File: src/rtl/nrisc_pkg.sv
// Shared widths and fetch FSM state type for the nrisc front end.
package nrisc_pkg;

  localparam int unsigned WORD_W = 8;
  localparam int unsigned ADDR_W = 8;

  typedef enum logic [1:0] {
    ST_IDLE,
    ST_WAIT,
    ST_DROP
  } fetch_state_e;

endpackage

File: src/rtl/fetch_fifo.sv
// Instruction byte FIFO with a registered head output and single-cycle flush.
module fetch_fifo
  import nrisc_pkg::*;
#(
  parameter int unsigned DEPTH = 4
) (
  input  logic                   clk,
  input  logic                   rst,
  input  logic                   push,
  input  logic [WORD_W-1:0]      push_data,
  input  logic                   pop,
  input  logic                   flush,
  output logic [WORD_W-1:0]      head_data,
  output logic                   head_valid,
  output logic [$clog2(DEPTH):0] count
);

  localparam int unsigned PW = $clog2(DEPTH);
  localparam int unsigned CW = PW + 1;

  logic [WORD_W-1:0] mem [DEPTH];
  logic [PW-1:0]     rd_ptr;
  logic [PW-1:0]     wr_ptr;
  logic [CW-1:0]     count_q;
  logic [CW-1:0]     count_n;
  logic [WORD_W-1:0] head_q;
  logic [WORD_W-1:0] head_n;

  always_comb begin
    count_n = count_q;
    if (flush) begin
      count_n = '0;
    end else begin
      count_n = count_q + CW'(push) - CW'(pop);
    end
  end

  // Head register is preloaded with whatever will sit at rd_ptr after this edge.
  always_comb begin
    head_n = head_q;
    if (!flush) begin
      if (pop) begin
        head_n = (count_q > CW'(1)) ? mem[rd_ptr + PW'(1)] : push_data;
      end else if (count_q == '0 && push) begin
        head_n = push_data;
      end
    end
  end

  always_ff @(posedge clk or posedge rst) begin
    if (rst) begin
      rd_ptr  <= '0;
      wr_ptr  <= '0;
      count_q <= '0;
      head_q  <= '0;
    end else begin
      count_q <= count_n;
      head_q  <= head_n;
      if (flush) begin
        rd_ptr <= '0;
        wr_ptr <= '0;
      end else begin
        if (push) wr_ptr <= wr_ptr + PW'(1);
        if (pop)  rd_ptr <= rd_ptr + PW'(1);
      end
    end
  end

  always_ff @(posedge clk) begin
    if (push && !flush) mem[wr_ptr] <= push_data;
  end

  assign head_data  = head_q;
  assign head_valid = (count_q != '0);
  assign count      = count_q;

endmodule

File: src/rtl/instr_fetch_queue.sv
// Instruction fetch queue: one-outstanding-request fetch FSM feeding fetch_fifo.
// Optional FETCH_BYPASS_EN forwards ack data straight to the core when the queue is empty.
module instr_fetch_queue
  import nrisc_pkg::*;
#(
  parameter int unsigned DEPTH = 4
) (
  input  logic              Clock,
  input  logic              Reset,
  input  logic              redirect,
  input  logic [ADDR_W-1:0] redirect_addr,
  input  logic              halt,
  input  logic              instr_take,
  output logic [WORD_W-1:0] memInstr,
  output logic              instr_valid,
  output logic              imem_req,
  output logic [ADDR_W-1:0] imem_addr,
  input  logic              imem_ack,
  input  logic [WORD_W-1:0] imem_data
);

  localparam int unsigned CW = $clog2(DEPTH) + 1;

  fetch_state_e      state_q;
  fetch_state_e      state_n;
  logic [ADDR_W-1:0] fetch_addr_q;
  logic [ADDR_W-1:0] fetch_addr_n;
  logic [ADDR_W-1:0] req_addr_q;
  logic [ADDR_W-1:0] req_addr_n;
  logic              ack_push;

  logic              fifo_push;
  logic              fifo_pop;
  logic [WORD_W-1:0] fifo_head;
  logic              fifo_valid;
  logic [CW-1:0]     fifo_count;
  logic              fifo_full;

  assign fifo_full = (fifo_count == CW'(DEPTH));

  always_ff @(posedge Clock or posedge Reset) begin
    if (Reset) begin
      state_q      <= ST_IDLE;
      fetch_addr_q <= '0;
      req_addr_q   <= '0;
    end else begin
      state_q      <= state_n;
      fetch_addr_q <= fetch_addr_n;
      req_addr_q   <= req_addr_n;
    end
  end

  // A redirect coinciding with the ack retires the outstanding request, so
  // there is nothing left to drop and the FSM returns straight to IDLE.
  always_comb begin
    state_n      = state_q;
    fetch_addr_n = fetch_addr_q;
    req_addr_n   = req_addr_q;
    ack_push     = 1'b0;
    unique case (state_q)
      ST_IDLE: begin
        if (redirect) begin
          fetch_addr_n = redirect_addr;
        end else if (!halt && !fifo_full) begin
          state_n    = ST_WAIT;
          req_addr_n = fetch_addr_q;
        end
      end
      ST_WAIT: begin
        if (redirect) begin
          fetch_addr_n = redirect_addr;
          state_n      = imem_ack ? ST_IDLE : ST_DROP;
        end else if (imem_ack) begin
          ack_push     = 1'b1;
          fetch_addr_n = fetch_addr_q + ADDR_W'(1);
          state_n      = ST_IDLE;
        end
      end
      ST_DROP: begin
        if (redirect) fetch_addr_n = redirect_addr;
        if (imem_ack) state_n = ST_IDLE;
      end
      default: state_n = ST_IDLE;
    endcase
  end

  assign imem_req  = (state_q != ST_IDLE);
  assign imem_addr = req_addr_q;
  assign fifo_pop  = instr_take && fifo_valid && !redirect;

`ifdef FETCH_BYPASS_EN
  logic bypass;
  assign bypass      = ack_push && !fifo_valid;
  assign memInstr    = bypass ? imem_data : fifo_head;
  assign instr_valid = bypass || fifo_valid;
  assign fifo_push   = ack_push && !(bypass && instr_take);
`else
  assign memInstr    = fifo_head;
  assign instr_valid = fifo_valid;
  assign fifo_push   = ack_push;
`endif

  fetch_fifo #(
    .DEPTH(DEPTH)
  ) u_fifo (
    .clk       (Clock),
    .rst       (Reset),
    .push      (fifo_push),
    .push_data (imem_data),
    .pop       (fifo_pop),
    .flush     (redirect),
    .head_data (fifo_head),
    .head_valid(fifo_valid),
    .count     (fifo_count)
  );

endmodule

File: config.mk
export PLATFORM = sky130hd
export DESIGN_NAME = instr_fetch_queue
export DESIGN_NICKNAME = d
export VERILOG_FILES = /design/src/rtl/nrisc_pkg.sv /design/src/rtl/fetch_fifo.sv /design/src/rtl/instr_fetch_queue.sv
export SDC_FILE = /design/constraint.sdc
export NUM_CORES = 1
export LEC_CHECK = 0
export CAP_MARGIN = 20
export CELL_PAD_IN_SITES_DETAIL_PLACEMENT = 1
export CELL_PAD_IN_SITES_GLOBAL_PLACEMENT = 2
export CORE_ASPECT_RATIO = 0.9
export CORE_UTILIZATION = 40
export CTS_CLUSTER_DIAMETER = 120
export DETAILED_ROUTE_END_ITERATION = 10
export PLACE_DENSITY = 0.85
export SETUP_SLACK_MARGIN = 0.1
export SYNTH_ARGS = -nofsm -noshare
export SYNTH_HDL_FRONTEND = slang
export SYNTH_SLANG_ARGS = --single-unit
File: constraint.sdc
create_clock -name Clock -period 4.09 [get_ports Clock]
set_input_delay 0.818 -clock Clock [delete_from_list [all_inputs] [get_ports Clock]]
set_output_delay 0.818 -clock Clock [all_outputs]
set_load 0.02 [all_outputs]
==> results.md <==
- Status: finished, final reports clean
- Commonest non-fill, non-tap cell in the layout: clkdlybuf4s50_1
- Final setup violation count: 0
- Yosys cell types: 40
- DR DRC count: 0
- Ys flop type: dfrtp_1
- # resized after CTS: 0
- Worst-path cell chain: nor3_1, inv_1, clkdlybuf4s50_1
- # H-tree levels: 3
- Clk sinks: 65
- Slowest library cell on the worst path: clkdlybuf4s50_1
- Min-Delay Endpoint: imem_addr[4]$_DFFE_PP0P_
- GRT overflow: 0
- Min-delay worst type: register to register
- Launch point of the worst hold path: imem_addr[4]$_DFFE_PP0P_
- Post-CTS Setup Bufs: 0
- Fraction of registers with async set/reset: 50.8%
- Hold Fails Final Rpt: 0
- Number of global-route vias before repair: 1,933
- Root Driver: clkbuf_8
- Final HPWL DP: 4270 um
- CP Capture Type: primary output
- Final #Nets: between 200 and 300
- Mapped Nets: ~250
- EDFF count, synth: 32
- Slowest cell delay on critical path: between 500 and 600 ps
- Final period demand of the worst path: 2740 ps
- Synth top area cells: edfxtp_1 33%, dfrtp_1 28%, mux4_2 6.1%
- Avg Cell Area, Syn: 13.6 um^2
- DR vias: 1,870
- DRT Pass-1 Iters: 4
- Port Buffers: 39
- Max_cap viols: 0
- DRT antenna net count: 0
- Die Span Y: 83.4 um
- Final RePlAce weighted congestion: 0.740
- Routed WL: 6150 um
- Synthesized flop and latch total: between 60 and 70
- Setup slack, reg-to-reg: ~1800 ps
- Syn Inst Count: ~220
- Clock insertion delay at the later pin of the skew report: 330 ps
- Routed len/inst: 17.2 um
- CTS Hold Buffers Added: 0
- Drt via density: 5.24
- Post-synthesis sequential area ratio: 60.7%
- CP max FO: 5
- Synthesized area: 2940 um^2
- Max Slew Vio Count: 0
- Core Area: 7080 um^2
- Number of fill cells in the layout: 730
- Die area: 7710 um^2
- Die Wd: 92.4 um
- Setup_tns: 0 ps
- Initial antenna violation count: 0
- Initial core utilization: 41.6%
- Floorplan row count: 29
- RSZ-0062 raised after global routing: no
- Setup CP Type: register to primary output
- Reg2reg start: u_fifo.count[1]$_DFF_PP0_
- First-pass GRT wire length: 10,300 um
- Hold WS: 508 ps
- DP Worst Slack: 1270 ps
- R2R depth: 9
- Worst setup SP type: register
- Largest area contributor in the netlist: edfxtp_1
- Worst reg2reg endpoint: u_fifo.count[2]$_DFF_PP0_
- Most frequent cells in the layout: 39 x clkdlybuf4s50_1, 33 x dfrtp_1, 32 x edfxtp_1
- # diodes: 0
- CP delay by family, top: buffers and inverters
- Largest net degree at the start of global routing: 34
- Worst EP required: 3270 ps
- Hold path depth: 1
- 1st-iter DRT viols: 75
- GRT Util Overall: 17.9%
- Power per cell area: a little under 600 nW/um^2
- Layout cells sized above 1: 18.2%
- Top cell type's share of synthesized area: 32.6%
- Slew @ Worst Pin: 828 ps
- # IOs: 40
- Max_slew headroom: 44.5%
- Fmax: 0.366 GHz
- Fin crit share: 66.9%
- Fin worst setup slack: 1350 ps
- Final Skew: slightly below 6 ps
- CTS Buffer Depth: 2
- Area Overhead vs Synth: 23.3%
- VDD IR max: around 210 uV
- P_leak: 1.35 nW
- CP Buf/Inv Count: 2
- CTS tree: done
- Crit path DAT: 1920 ps
- Total CTS buffers: 9
- Synth Warn #: 0
- Clk pin slew, worst setup/hold paths: ~70 ps
[through the flow]
stage / util [%] / instances / cell area [um^2] / total power [mW]
2_1_floorplan: - / 216 / 2940 / 1.32
3_3_place_gp: 48.5 / 342 / 3430 / 1.59
3_5_place_dp: 48.5 / 342 / 3430 / 1.61
4_1_cts: 51.3 / 357 / 3630 / 2.18
5_1_grt: 51.3 / 357 / 3630 / 2.28
6_report: 51.3 / 357 / 3630 / 2.16
[synthesized netlist by cell type (all sizes together) (4+ instances only)]
cell	instances
mux2i	8
buf	6
nand2	13
dfrtp	33
nand3	4
clkbuf	4
o21ai	5
o22ai	4
edfxtp	32
mux4	8
and2	5
mux2	10
inv	10
ha	9
a21oi	18
nor2	21
[power by group]
group          internal, mW  switching, mW  total (mW)
clock network         0.334          0.233       0.567
logic                 0.337          0.338       0.675
registers             0.808          0.108       0.915
total                  1.48          0.679        2.16
[final cells by class]
class                      instances  area [um^2]  share of cell area (%)
sequential                        65         1790                    49.2
multi-input combinational        131         1070                    29.5
timing repair buffer              43          420                    11.6
clock buffer                      10          128                    3.52
tap                               93          116                    3.21
clock inverter                     5         71.3                    1.96
inverter                          10         37.5                    1.03
[worst max path at each step]
stage,from,endpoint,cells past startpoint
floorplan,redirect,u_fifo.count[2]$_DFF_PP0_,9
global placement,redirect,u_fifo.count[2]$_DFF_PP0_,8
detailed placement,instr_take,u_fifo.count[2]$_DFF_PP0_,10
CTS,u_fifo.count[1]$_DFF_PP0_,instr_valid,3
global route,u_fifo.count[1]$_DFF_PP0_,instr_valid,3
finish,u_fifo.count[1]$_DFF_PP0_,instr_valid,3
[sequential cells by signal, summed over array words and instances (netlist names)]
| signal | flops |
|---|---|
| u_fifo.rd_ptr | 2 |
| fetch_addr_q | 8 |
| u_fifo.wr_ptr | 2 |
| u_fifo.count | 3 |
| state_q | 2 |
| imem_addr | 8 |
| u_fifo.mem | 32 |
| u_fifo.head_data | 8 |
[cell families after synthesis]
logic type | count (synthesis) | synth area share, %
simple gates | 53 | 8.54
flops | 65 | 60.7
mux | 26 | 12.7
compound gates | 39 | 9.73
buf+inv | 20 | 2.97
xor+xnor | 3 | 0.893
fa+ha+maj | 10 | 4.50
[per-layer routing]
metal  part of all wire [%]  up-vias  GRT usage (%)
met5                      0        -              0
met4                    1.6        0           7.24
met3                    3.4        8           4.76
met2                     47       30           26.8
met1                     48      960           24.7
li1                       -      872              -
Note: power is estimated with default switching activity, not from simulation.
